==> config.mk <==
export PLATFORM = sky130hd
export DESIGN_NAME = range_reader
export DESIGN_NICKNAME = d
export VERILOG_FILES = /design/src/rtl/range_reader_pkg.sv /design/src/rtl/range_addr_gen.sv /design/src/rtl/range_reader.sv
export SDC_FILE = /design/constraint.sdc
export NUM_CORES = 1
export LEC_CHECK = 0
export ABC_AREA = 0
export BUFFER_PORTS_ARGS = -buffer_cell sky130_fd_sc_hd__buf_4
export CAP_MARGIN = 40
export CORE_UTILIZATION = 50
export DETAILED_ROUTE_END_ITERATION = 6
export PLACE_DENSITY_LB_ADDON = 0.15
export SYNTH_ARGS = -nofsm -noshare
export SYNTH_HDL_FRONTEND = slang
export SYNTH_SLANG_ARGS = --single-unit
==> constraint.sdc <==
create_clock -name clk -period 3.74 [get_ports clk]
set_clock_uncertainty 0.2 [all_clocks]
set_input_delay 0.561 -clock clk [delete_from_list [all_inputs] [get_ports clk]]
set_output_delay 0.561 -clock clk [all_outputs]
set_load 0.1 [all_outputs]
==> src/rtl/range_reader_pkg.sv <==
// -----------------------------------------------------------------------------
// range_reader_pkg
// Shared definitions for the range_reader block:
//   rr_state_e  - 4-bit encoding of the burst sequencer states
//   DIR_UP      - i_dir value for an ascending (+1) walk
//   DIR_DOWN    - i_dir value for a descending (-1) walk
//   RD_CNT_W    - width of the read-latency counter (READ_DELAY is at most 31)
// -----------------------------------------------------------------------------
package range_reader_pkg;

  typedef enum logic [3:0] {
    ST_IDLE    = 4'd0,
    ST_LOAD    = 4'd1,
    ST_WAIT_RD = 4'd2,
    ST_PRESENT = 4'd3,
    ST_ACK_HI  = 4'd4,
    ST_ACK_LO  = 4'd5,
    ST_DONE    = 4'd6
  } rr_state_e;

  localparam logic DIR_UP   = 1'b0;
  localparam logic DIR_DOWN = 1'b1;

  localparam int RD_CNT_W = 5;

endpackage : range_reader_pkg

==> src/rtl/range_addr_gen.sv <==
// -----------------------------------------------------------------------------
// range_addr_gen
// Holds the burst range and walk direction captured at burst start, produces
// the memory read address one word at a time and flags the last address.
// Ports:
//   clk, rst_n          clock, asynchronous active-low reset
//   capture             sample addr_begin/addr_end/dir (burst start)
//   advance             produce the next address (first word loads begin)
//   addr_begin/addr_end inclusive burst range
//   dir                 DIR_UP (+1) or DIR_DOWN (-1), wraps modulo 2^ADDR_W
//   addra               current read address
//   is_last             addra equals the captured end address
// -----------------------------------------------------------------------------
module range_addr_gen
  import range_reader_pkg::*;
#(
  parameter int ADDR_W = 12
) (
  input  logic              clk,
  input  logic              rst_n,
  input  logic              capture,
  input  logic              advance,
  input  logic [ADDR_W-1:0] addr_begin,
  input  logic [ADDR_W-1:0] addr_end,
  input  logic              dir,
  output logic [ADDR_W-1:0] addra,
  output logic              is_last
);

  localparam logic [ADDR_W-1:0] ADDR_ONE = ADDR_W'(1);

  logic [ADDR_W-1:0] begin_r;
  logic [ADDR_W-1:0] end_r;
  logic              dir_r;
  logic              first_r;
  logic [ADDR_W-1:0] step_addr_s;

  // Burst range, direction and first-word flag captured for the whole burst
  always_ff @(posedge clk or negedge rst_n) begin
    if (!rst_n) begin
      begin_r <= '0;
      end_r   <= '0;
      dir_r   <= DIR_UP;
      first_r <= 1'b1;
    end else if (capture) begin
      begin_r <= addr_begin;
      end_r   <= addr_end;
      dir_r   <= dir;
      first_r <= 1'b1;
    end else if (advance) begin
      first_r <= 1'b0;
    end else begin
      first_r <= first_r;
    end
  end

  // Next address in the walk direction; natural unsigned overflow gives the wrap
  always_comb begin
    step_addr_s = addra;
    if (dir_r == DIR_DOWN) begin
      step_addr_s = addra - ADDR_ONE;
    end else begin
      step_addr_s = addra + ADDR_ONE;
    end
  end

  // Read address register: begin on the first word, stepped afterwards
  always_ff @(posedge clk or negedge rst_n) begin
    if (!rst_n) begin
      addra <= '0;
    end else if (advance) begin
      addra <= first_r ? begin_r : step_addr_s;
    end else begin
      addra <= addra;
    end
  end

  assign is_last = (addra == end_r);

endmodule : range_addr_gen

==> src/rtl/range_reader.sv <==
// -----------------------------------------------------------------------------
// range_reader
// Reads an inclusive address range from a fixed-latency memory and hands the
// words downstream one at a time with a four-phase valid/acknowledge handshake.
// Ports:
//   clk, rst_n               clock, asynchronous active-low reset
//   im_start                 upstream burst request (level, sampled in IDLE)
//   im_work                  downstream per-word acknowledge (level)
//   om_start                 burst active toward downstream
//   om_work                  word valid on om_data
//   om_data                  delivered word, held until the next word
//   addra / douta            memory read address / read data
//   addra_begin, addra_end   inclusive burst range
//   i_dir                    0 = ascending, 1 = descending
//   om_count                 words acknowledged in the current/last burst
//                            (present only when RANGE_READER_CNT_EN is defined)
// Parameters: ADDR_W, DATA_W, READ_DELAY (memory latency, 1..31 cycles).
// -----------------------------------------------------------------------------
module range_reader
  import range_reader_pkg::*;
#(
  parameter int ADDR_W     = 12,
  parameter int DATA_W     = 8,
  parameter int READ_DELAY = 5
) (
  input  logic              clk,
  input  logic              rst_n,
  input  logic              im_start,
  input  logic              im_work,
  output logic              om_start,
  output logic              om_work,
  output logic [DATA_W-1:0] om_data,
  output logic [ADDR_W-1:0] addra,
  input  logic [DATA_W-1:0] douta,
  input  logic [ADDR_W-1:0] addra_begin,
  input  logic [ADDR_W-1:0] addra_end,
  input  logic              i_dir
`ifdef RANGE_READER_CNT_EN
  ,
  output logic [ADDR_W:0]   om_count
`endif
);

  // Counter reaches READ_DELAY-1 on the cycle that hands over to PRESENT,
  // which places om_work at edge READ_DELAY+3 of the burst.
  localparam logic [RD_CNT_W-1:0] RD_LAST = RD_CNT_W'(READ_DELAY - 1);
  localparam logic [RD_CNT_W-1:0] RD_ONE  = RD_CNT_W'(1);

  rr_state_e             state_r;
  rr_state_e             state_s;
  logic [RD_CNT_W-1:0]   rd_cnt_r;
  logic [RD_CNT_W-1:0]   rd_cnt_s;
  logic                  om_start_s;
  logic                  om_work_s;
  logic [DATA_W-1:0]     om_data_s;
  logic                  capture_s;
  logic                  advance_s;
  logic                  is_last_s;

  assign capture_s = (state_r == ST_IDLE) && im_start;
  assign advance_s = (state_r == ST_LOAD);

  range_addr_gen #(
    .ADDR_W (ADDR_W)
  ) u_addr_gen (
    .clk        (clk),
    .rst_n      (rst_n),
    .capture    (capture_s),
    .advance    (advance_s),
    .addr_begin (addra_begin),
    .addr_end   (addra_end),
    .dir        (i_dir),
    .addra      (addra),
    .is_last    (is_last_s)
  );

  // State, latency counter and registered outputs
  always_ff @(posedge clk or negedge rst_n) begin
    if (!rst_n) begin
      state_r  <= ST_IDLE;
      rd_cnt_r <= '0;
      om_start <= 1'b0;
      om_work  <= 1'b0;
      om_data  <= '0;
    end else begin
      state_r  <= state_s;
      rd_cnt_r <= rd_cnt_s;
      om_start <= om_start_s;
      om_work  <= om_work_s;
      om_data  <= om_data_s;
    end
  end

  // Next-state and next-output decode; everything holds unless changed below
  always_comb begin
    state_s    = state_r;
    rd_cnt_s   = rd_cnt_r;
    om_start_s = om_start;
    om_work_s  = om_work;
    om_data_s  = om_data;
    case (state_r)
      ST_IDLE: begin
        if (im_start) begin
          state_s    = ST_LOAD;
          om_start_s = 1'b1;
        end else begin
          state_s    = ST_IDLE;
        end
      end
      ST_LOAD: begin
        rd_cnt_s = '0;
        state_s  = ST_WAIT_RD;
      end
      ST_WAIT_RD: begin
        if (rd_cnt_r == RD_LAST) begin
          state_s  = ST_PRESENT;
        end else begin
          rd_cnt_s = rd_cnt_r + RD_ONE;
        end
      end
      ST_PRESENT: begin
        om_data_s = douta;
        om_work_s = 1'b1;
        state_s   = ST_ACK_HI;
      end
      ST_ACK_HI: begin
        // An acknowledge already high on entry is taken on this first cycle
        if (im_work) begin
          om_work_s = 1'b0;
          state_s   = ST_ACK_LO;
        end else begin
          state_s   = ST_ACK_HI;
        end
      end
      ST_ACK_LO: begin
        if (!im_work) begin
          if (is_last_s) begin
            om_start_s = 1'b0;
            state_s    = ST_DONE;
          end else begin
            state_s    = ST_LOAD;
          end
        end else begin
          state_s = ST_ACK_LO;
        end
      end
      ST_DONE: begin
        if (!im_start) begin
          state_s = ST_IDLE;
        end else begin
          state_s = ST_DONE;
        end
      end
      default: begin
        state_s    = ST_IDLE;
        rd_cnt_s   = '0;
        om_start_s = 1'b0;
        om_work_s  = 1'b0;
      end
    endcase
  end

`ifdef RANGE_READER_CNT_EN
  localparam logic [ADDR_W:0] CNT_ONE = (ADDR_W+1)'(1);

  // Acknowledged-word count: cleared at burst start, held after completion
  always_ff @(posedge clk or negedge rst_n) begin
    if (!rst_n) begin
      om_count <= '0;
    end else if (capture_s) begin
      om_count <= '0;
    end else if ((state_r == ST_ACK_HI) && im_work) begin
      om_count <= om_count + CNT_ONE;
    end else begin
      om_count <= om_count;
    end
  end
`endif

endmodule : range_reader

==> impl_metrics.ini <==
[critical_path]
worstPathRequired_ns = 3.74
start_kind = flop
worstRegToRegCells = 7
critPathArrivalTime_ns = 2.42
ff2ff_setup_slack_ns = 1.32
rr_startpoint = u_addr_gen.dir_r
r2r_end = u_addr_gen.addra[6]
critPathMaxFanout = 12
worstSetupEndpointType = flop
path_class = flop to flop

[floorplanning]
row_count = 28
initial_core_util_pct = 51.6
die_y_um = 80.2
dieArea_um2 = 6420
io_pins = 59
core-area_um2 = 5920
die_w_um = 80.2

[layout]
area_growth_pct = 18.8
layout_common_cells = buf_4 (59), dfrtp_1 (55), mux2_2 (33)
drive_gt1_share_pct = 31.0
layout.nets = 391
n_antenna_cell = 0
final_common_cell = buf_4

[place]
hpwl_um = 4610
gp_congestion = 0.868
portBuffers = 58

[yosys]
synth_cell_types = 48
synthArstFlopShare_pct = 100
avgSynthCellArea_um2 = 10.7
synth.net_count = 336
ys_ff_latch = 56
synth_area_um2 = 3050
ys_seq_area_share_pct = 45.9
synth_top_flop_cell = dfrtp_1
synthCells = 286
yosys_warnings = 0
synth_edf_count = 0

[sta]
clock.fmax_ghz = 0.413
slew_headroom_pct = 52.9
rsz0062_at_grt = false
layout_worst_path_cycle_share_pct = 64.7
finalCriticalPeriod_ns = 2.42
hold_viol = 0
drv_slew = 0
setup_viol = 0
fin_setup_tns_ns = 0
max_slew.worst_pin.slew_ns = 0.706

[cts]
hold_buffers = 0
h-tree-depth = 2
clock_latency_ns = 0.32
numCtsBuffers = 5
cts_sinks = 56
postCtsResizedCells = 0
clk_pin_slew_ns = 0.11
root_buffer = clkbuf_8
cts_buffer_depth = 2
cts_tree = done
post_cts_buffers = 0

[global_routing]
gr-usage-all-layers_pct = 22.7
overflow = 0
grt_pass1_vias = 2138
grt_pass1_wl_um = 11000
antenna_found_initial = 0
grt_max_degree = 57

[route]
wl_per_cell_um = 15.6
drtIter0Drc = 160
first_pass_iters = 4
routed_via_density = 5.67
drtAntennaViolNets = 0
vias = 2366
drc_errors = 0
routed_wl_um = 6510

[hold_path]
worst_hold_path_type = input port to asynchronous set/reset pin

[flow_run]
drv_cap = 0

[run_status]
status = complete, no violations
[how the worst max path moves through the flow]
| stage | cells past startpoint | endpoint | start |
|---|---|---|---|
| detailed placement | 7 | u_addr_gen.addra[6] | u_addr_gen.dir_r |
| finish | 7 | u_addr_gen.addra[6] | u_addr_gen.dir_r |
| global placement | 7 | u_addr_gen.addra[6] | u_addr_gen.dir_r |
| floorplan | 8 | u_addr_gen.addra[11] | u_addr_gen.addra[6] |
| global route | 7 | u_addr_gen.addra[8] | u_addr_gen.dir_r |
| CTS | 7 | u_addr_gen.addra[6] | u_addr_gen.dir_r |
[final cells by class]
cell class | instances | area, µm²
clock inverters | 2 | 13.8
repair buffers | 59 | 443
multi-input cells | 210 | 1560
well taps | 75 | 93.8
clock buffers | 6 | 82.6
fillers | 524 | 2290
inverters | 9 | 33.8
flip-flops and latches | 56 | 1400
[registers in the layout, summed over array words and instances, names as in the netlist]
name,cells
om_data,8
om_start,1
om_work,1
rd_cnt_r,5
state_r,3
u_addr_gen.addra,12
u_addr_gen.begin_r,12
u_addr_gen.dir_r,1
u_addr_gen.end_r,12
u_addr_gen.first_r,1
[worst max-delay path, stage by stage (launching register included)]
cell and delay [ns]:
dfrtp_1 0.62, ha_1 0.36, nor2b_1 0.17, o31a_1 0.28, o21a_1 0.18, nor2_1 0.19
mux2i_1 0.21, nand3_1 0.09
[per-layer routing]
layer | GRT usage (%) | vias up | wire length, µm
met5 | 0 | - | 0
met4 | 7.14 | 0 | 114
met3 | 3.41 | 10 | 240
met2 | 34.8 | 48 | 3040
met1 | 32.8 | 1156 | 3120
li1 | - | 1152 | -
[through the flow]
stage,hold WS (ns),area (µm²),utilization [%],setup slack [ns],instances
2_1_floorplan,0.0654,3050,-,1.05,286
3_3_place_gp,0.286,3530,59.7,1.42,409
3_5_place_dp,0.295,3530,59.7,1.36,409
4_1_cts,0.112,3630,61.3,1.33,417
5_1_grt,0.146,3630,61.3,1.15,417
6_report,0.0609,3630,61.3,1.32,417
[cells in the mapped netlist, types with 3 or more instances]
| library cell | number | area share (%) |
|---|---|---|
| nand3_1 | 12 | 2.0 |
| o21ai_1 | 3 | 0.49 |
| nor2_1 | 15 | 1.8 |
| o21ai_0 | 14 | 2.3 |
| mux2i_1 | 5 | 1.6 |
| and3_1 | 3 | 0.61 |
| or3_1 | 3 | 0.61 |
| o22ai_1 | 3 | 0.61 |
| o21a_1 | 5 | 1.2 |
| nand4_1 | 5 | 1.0 |
| dfrtp_1 | 55 | 45 |
| ha_1 | 12 | 4.9 |
| nand2_1 | 20 | 2.5 |
| a21o_1 | 3 | 0.74 |
| xnor2_1 | 15 | 4.3 |
| inv_1 | 9 | 1.1 |
| nor3_1 | 5 | 0.82 |
| a211oi_1 | 3 | 0.74 |
| a21oi_1 | 19 | 3.1 |
| mux2_2 | 33 | 12 |
| nor2b_1 | 4 | 0.82 |
| clkbuf_1 | 6 | 0.74 |
[kinds of logic after synthesis]
group	count (synthesis)	synth area share [%]
AND/OR/NAND/NOR	75	12.0
AO/OA/AOI/OAI	67	14.8
flip-flops	56	45.9
multiplexers	38	13.8
buffers and inverters	20	3.03
XOR/XNOR	17	4.88
adder cells (fa/ha/maj)	13	5.57
Power is left out: the tool's default activity adds up to more than one toggle a clock period on the data nets, which glitch-free logic cannot reach.
